### config.mk
export PLATFORM = sky130hd
export DESIGN_NAME = req_arbiter8
export DESIGN_NICKNAME = d
export VERILOG_FILES = /design/src/rtl/arb_pkg.sv /design/src/rtl/rr_pick.sv /design/src/rtl/req_arbiter8.sv
export SDC_FILE = /design/constraint.sdc
export NUM_CORES = 1
export LEC_CHECK = 0
export CORE_MARGIN = 2
export CORE_UTILIZATION = 45
export DETAILED_ROUTE_END_ITERATION = 8
export PLACE_DENSITY = 0.66
export SYNTH_ARGS = -nofsm -noshare
export SYNTH_HDL_FRONTEND = slang
export SYNTH_SLANG_ARGS = --single-unit
### constraint.sdc
create_clock -name clk -period 3.8 [get_ports clk]
set_input_delay 0.38 -clock clk [delete_from_list [all_inputs] [get_ports clk]]
set_output_delay 0.38 -clock clk [all_outputs]
set_load 0.02 [all_outputs]
### src/rtl/arb_pkg.sv
// Shared types and constants for the 8-way request arbiter.
package arb_pkg;
  localparam int N_REQ = 8;
  localparam int ID_W  = 3;

  typedef enum logic [1:0] {
    IDLE = 2'd0,
    BUSY = 2'd1,
    GAP  = 2'd2
  } state_t;

  localparam logic MODE_FIXED = 1'b0;
  localparam logic MODE_RR    = 1'b1;
endpackage

### src/rtl/rr_pick.sv
// Combinational winner select: highest index in fixed mode, first set bit at or
// above ptr (wrapping) in round-robin mode.
module rr_pick
  import arb_pkg::*;
(
  input  logic [N_REQ-1:0] req,
  input  logic [ID_W-1:0]  ptr,
  input  logic             mode,
  output logic             any,
  output logic [ID_W-1:0]  idx
);

  logic [ID_W-1:0]  base;
  logic [N_REQ-1:0] rot;

  always_comb begin
    base = (mode == MODE_RR) ? ptr : '0;
    for (int i = 0; i < N_REQ; i++) begin
      rot[i] = req[ID_W'(i) + base];
    end
    any = |req;
    idx = '0;
    // Loop order makes the last hit win: downward scan leaves the lowest rotated bit.
    if (mode == MODE_RR) begin
      for (int i = N_REQ - 1; i >= 0; i--) begin
        if (rot[i]) idx = ID_W'(i) + base;
      end
    end else begin
      for (int i = 0; i < N_REQ; i++) begin
        if (rot[i]) idx = ID_W'(i);
      end
    end
  end

endmodule

### src/rtl/req_arbiter8.sv
// Eight-requester arbiter with registered one-hot grant, hold/release handshake
// and a maximum-tenure timeout.
//
//   state | meaning
//   IDLE  | no owner; grant the picked requester when en and any req
//   BUSY  | owner holds grant; release on req drop, revoke at MAX_HOLD
//   GAP   | one dead cycle with gnt = 0 before the next decision
module req_arbiter8
  import arb_pkg::*;
#(
  parameter int MAX_HOLD = 16,
  parameter int CNT_W    = 8
) (
  input  logic             clk,
  input  logic             rst_n,
  input  logic             en,
  input  logic             mode,
  input  logic [N_REQ-1:0] req,
  output logic [N_REQ-1:0] gnt,
  output logic [ID_W-1:0]  gnt_id,
  output logic             gnt_valid,
  output logic             timeout
);

  localparam logic [CNT_W-1:0] HOLD_LAST = CNT_W'(MAX_HOLD - 1);
  localparam logic [N_REQ-1:0] ONE_HOT0  = N_REQ'(1);

  state_t            state;
  logic [ID_W-1:0]   rr_ptr;
  logic [CNT_W-1:0]  hold_cnt;
  logic              pick_any;
  logic [ID_W-1:0]   pick_idx;

  rr_pick u_pick (
    .req  (req),
    .ptr  (rr_ptr),
    .mode (mode),
    .any  (pick_any),
    .idx  (pick_idx)
  );

  always_ff @(posedge clk or negedge rst_n) begin
    if (!rst_n) begin
      state     <= IDLE;
      gnt       <= '0;
      gnt_id    <= '0;
      gnt_valid <= 1'b0;
      timeout   <= 1'b0;
      rr_ptr    <= '0;
      hold_cnt  <= '0;
    end else begin
      timeout <= 1'b0;
      case (state)
        IDLE: begin
          if (en && pick_any) begin
            gnt       <= ONE_HOT0 << pick_idx;
            gnt_id    <= pick_idx;
            gnt_valid <= 1'b1;
            hold_cnt  <= '0;
            state     <= BUSY;
          end
        end
        BUSY: begin
          // A voluntary release wins over a revoke in the same cycle.
          if (!req[gnt_id]) begin
            gnt       <= '0;
            gnt_valid <= 1'b0;
            rr_ptr    <= gnt_id + 1'b1;
            state     <= GAP;
          end else if (hold_cnt == HOLD_LAST) begin
            gnt       <= '0;
            gnt_valid <= 1'b0;
            timeout   <= 1'b1;
            rr_ptr    <= gnt_id + 1'b1;
            state     <= GAP;
          end else begin
            hold_cnt <= hold_cnt + 1'b1;
          end
        end
        GAP: begin
          state <= IDLE;
        end
        default: begin
          state <= IDLE;
        end
      endcase
    end
  end

endmodule
### After elaboration in Yosys (flattened, before gate mapping)

Cells that the tools add are included.

* register bits: 26
* input port bits: 12
* output and inout port bits: 13

* $add $sub $neg: 9
* $lt $le $gt $ge: 9
* eq/ne operators: 7
* shift operators: 1
* muxes and demuxes: 56
* reductions and logical operators: 9

Operators by type and width (count)
* $mux 3: 16
* $mux 8: 6
* $lt 3x4->1 const B: 9
* $pmux 8 s2: 2
* $bmux 1 s3: 9
* $mux 1: 16
* $add 3x3->3 const A: 4
* $mux 2: 5
* $add 8x1->8 const B: 1
* $eq 8x4->1 const B: 1
* $reduce_or 8->1: 1
* $shl 1x3->8 const A: 1
* $add 2x3->3 const A: 2
* $ne 2x2->1 const B: 3
* $reduce_and 2->1: 3
* $pmux 2 s2: 1
* $reduce_and 4->1: 1
* $add 1x3->3 const A: 1
* $add 3x1->3 const B: 1
* $ne 3x3->1 const B: 1
* $reduce_and 3->1: 1
* $eq 2x1->1 const B: 1
* $logic_not 2->1: 1
* $ne 2x1->1 const B: 1
* 3 further kinds: 3

### Longest topological paths before layout

* depth after elaboration: 16
* gate-level depth with buffers: 14
* depth with buffers taken out: 10

### Cells and area by module

From an unflattened synthesis, not the netlist that was laid out.

* cell total of the unflattened synthesis: 263
* area, all modules: 2422.3 um^2

Modules (own cells, without submodules)
* req_arbiter8: times used 1, cells each 130, area each 1297.5 um^2, sequential area each 650.6 um^2
* rr_pick: times used 1, cells each 133, area each 1124.8 um^2, sequential area each 0.0 um^2

### Worst setup path after synthesis

No wires, ideal clock.

* kind: input to register
* from: input port mode
* to: register gnt[0]
* arrival: 2833 ps
* required time: 3678 ps
* path slack: 846 ps
* stages on the path: 13
* path buffers: 3
* cells stage by stage: buf_4 -> and2_4 -> buf_6 -> inv_2 -> buf_6 -> ha_1 -> xnor2_1 -> mux2_1 -> or2_1 -> a21o_1 -> a311oi_2 -> nor3_4 -> a32o_1

* longest elaborated chain between the ends: 16

Ends and longest elaborated chain
* start, declared: RTL line req_arbiter8.sv:17 `input logic mode,`
* $mux 3: RTL line rr_pick.sv:17 `base = (mode == MODE_RR) ? ptr : '0;`
* $add 3x3->3: RTL line rr_pick.sv:19, rr_pick.sv:26
* $bmux 1 s3: RTL line rr_pick.sv:19 `rot[i] = req[ID_W'(i) + base];`
* $mux 1 (not written as such): RTL line rr_pick.sv:19
* $mux 3 (8 in a row): RTL line rr_pick.sv:26 `if (rot[i]) idx = ID_W'(i) + base;`
* $mux 3 (*): RTL line rr_pick.sv:24 `if (mode == MODE_RR) begin`
* $shl 1x3->8 (*): RTL line req_arbiter8.sv:56 `gnt <= ONE_HOT0 << pick_idx;`
* $mux 8 (*): RTL line req_arbiter8.sv:55 `if (en && pick_any) begin`
* $pmux 8 s2 (*): RTL line req_arbiter8.sv:53 `case (state)`
* end signal, assigned: RTL line req_arbiter8.sv:56
* end, declared: RTL line req_arbiter8.sv:19 `output logic [N_REQ-1:0] gnt,`

Mark *: on every way between the ends. The rest lies on a longest branch, timed or not. The select of a mux whose other input is x is not followed.
A chain may end at the register's enable or synchronous reset.

### Final worst setup path

* from: input port mode
* to: register gnt[3]

Same word-level chain as after synthesis.

==> impl_metrics.toml <==
[global_route]
grt_usage_pct = 22.3
first_global_vias = 1944
grt_max_degree = 27
grt_overflow_total = 0
antenna_found_initial = 0
grt_pass1_wl_um = 9690

[yosys]
synth_edf_count = 0
syn_inst = 251
synth_area_leader_cell = "dfrtp_1"
ys.flop_type = "dfrtp_1"
syn_nets = 267
postSynthAreaPerCell_um2 = 9.04
synth_top_area_share_pct = 28.7
yosys_warnings = 0
async_flop_share_pct = 100
synth.distinct_cells = 62
ys_ff_latch = 26
ys_top_cells_by_area = "dfrtp_1 29%, mux4_2 7.9%, nand2_1 6.1%"
ys_seq_area_share_pct = 28.7
syn_area_mm2 = 0.00227

[route]
num_vias = 2028
wl_per_cell_um = 16.8
dr.pass1.iters = 4
avgViaCountPerCell = 5.96
drt_iter0_drc = 233
routed_wirelength_um = 5720
postRouteAntennaNets = 0
drcViolationCount = 0

[floorplanning]
chipHeight_um = 75.0
rows = 25
die_area_mm2 = 0.00563
start_util_pct = 47.4
io_pins = 25
core_mm2 = 0.00479
fp.dieW_um = 75.0

[pwr]
switchingPower_mw = 0.922
p_per_area_mw_per_mm2 = 734
ir_worst_vdd_mv = 0.341
clkPwrFrac_pct = 7.9
p_int_mw = 0.996
switching_share_pct = 48.1
seq_power_share_pct = 23.1
total_power_mw = 1.92
combPwrFrac_pct = 69.0
leakage_nw = 1.09

[clock_network]
cts-htree-levels = 1
cts_resized = 0
clkTransAtPathRegs_ps = 80
cts_hold_buf = 0
tritoncts = "done"
cts_made_buffers = 3
cts_root_buf = "clkbuf_8"
clockBufferDepth = 2
cts_setup_buffers = 0
clock_sinks = 26
insertion_delay_ps = 270

[cells_and_area]
layout_common_cells = "37 x nand2_1, 26 x dfrtp_1, 24 x clkdlybuf4s50_1"
nets = 291
area_growth_pct = 15.2
seqCellArea_um2 = 651
diodes = 0
multi_input_area_mm2 = 0.00150
final_common_cell = "nand2_1"
final_core_util_pct = 54.6
drive_gt1_share_pct = 13.6
fill_cells = 434

[timing]
finClkSkew_ps = 1.93
whs_ps = 492
fin_tns_setup_ps = 0
fmax_mhz = 316
final-max-slew-violation-count = 0
fin_ws_ps = 634
timing.final.crit_share_pct = 83.3
fin_crit_ps = 3170
worst_pin_slew_ps = 1120
report.final.setup_viol = 0
maxSlewHeadroom_pct = 25.3
rsz0062_at_grt = "false"
final-hold-violation-count = 0

[worst_setup_path]
cp-end-kind = "flop"
crit_type = "in -> reg"
crit_fanout = 9
cp.arrival_ps = 3340
cp.required_ps = 3970
start_kind = "primary input"

[placed_design]
dp_hpwl_um = 4270
gp_congestion = 0.931
pre_cts_ws_ps = 383
port_buffers = 24

[outcome]
status = "completed"

[worst_hold_path]
worstHoldPathType = "reg -> reg"

[run]
cap_violations = 0
-- kinds of logic after synthesis --
kind of cell | after synthesis | share of synthesized area (%)
xor gates and xnor gates | 12 | 4.96
AOI/OAI and AO/OA | 63 | 21.1
and+or+nand+nor | 99 | 21.4
adders and majority gates | 4 | 2.21
DFF | 26 | 28.7
buffers and inverters | 23 | 5.24
muxes | 24 | 16.4
-- sequential cells by signal, indices dropped and copies added (netlist names) --
signal	flops
gnt_valid	1
gnt_id	3
timeout	1
rr_ptr	3
state	2
hold_cnt	8
gnt	8
-- area by class of cell --
class                      count  share of cell area [%]
multi-input combinational    202                    57.4
clock buffer                   3                    1.58
timing repair buffer          32                    11.5
inverter                      10                    1.44
sequential                    26                    24.9
tap                           67                    3.21
-- synthesized netlist by cell type, types with 4 or more instances --
cell type and count:
mux2i_1 8, o21ai_0 4, nor2_1 20, a21oi_1 5
a32o_1 4, mux4_2 8, clkbuf_1 5, and2_1 4
o31ai_1 8, o21ai_1 6, nand2_1 37, nand3_1 11
mux2_2 5, a21o_1 4, inv_1 8, ha_1 4
nor4_1 4, xor2_1 5, dfrtp_1 26, xnor2_1 6
a22oi_1 4
-- power by group through the flow --
stage	registers [mW]	logic (mW)	clock network, mW
2_1_floorplan	0.490	0.921	0
3_3_place_gp	0.452	1.31	0
3_5_place_dp	0.446	1.31	0
4_1_cts	0.443	1.32	0.156
5_1_grt	0.456	1.46	0.167
6_report	0.443	1.32	0.152
-- routing by layer --
layer / GRT usage, % / vias to the layer above / share of wire, %
met5: 0 / - / 0
met4: 6.75 / 0 / 1.3
met3: 3.21 / 8 / 5.6
met2: 34.9 / 72 / 46
met1: 32.1 / 969 / 47
li1: - / 979 / -
-- critical path: stages --
cell             delay, ps
clkdlybuf4s50_1        510
and2_4                 250
inv_2                   50
ha_1                   220
xnor2_1                370
mux2_1                 420
or2_1                  230
a21o_1                 190
a311oi_2               330
nor3_4                 120
o31ai_1                270
-- per-stage QoR --
stage,instance area [um2],cells
detailed placement,2570,337
floorplan,2270,251
finish,2610,340
global placement,2570,337
global route,2610,340
CTS,2610,340
-- worst paths after layout --
| kind | depth (start not counted) | endpoint | start | slack [ps] |
|---|---|---|---|---|
| worst max-delay path | 11 | gnt[3] | mode | 630 |
| worst min register to register | 2 | gnt_valid | gnt_valid | 490 |
| min in group asynchronous | 1 | hold_cnt[0] | rst_n | 710 |
| max in group asynchronous | 1 | hold_cnt[4] | rst_n | 2420 |
| worst max register to register | 10 | gnt[3] | rr_ptr[0] | 910 |
| worst min-delay path | 2 | gnt_valid | gnt_valid | 490 |
No activity file was read; power rests on OpenSTA's default activity.
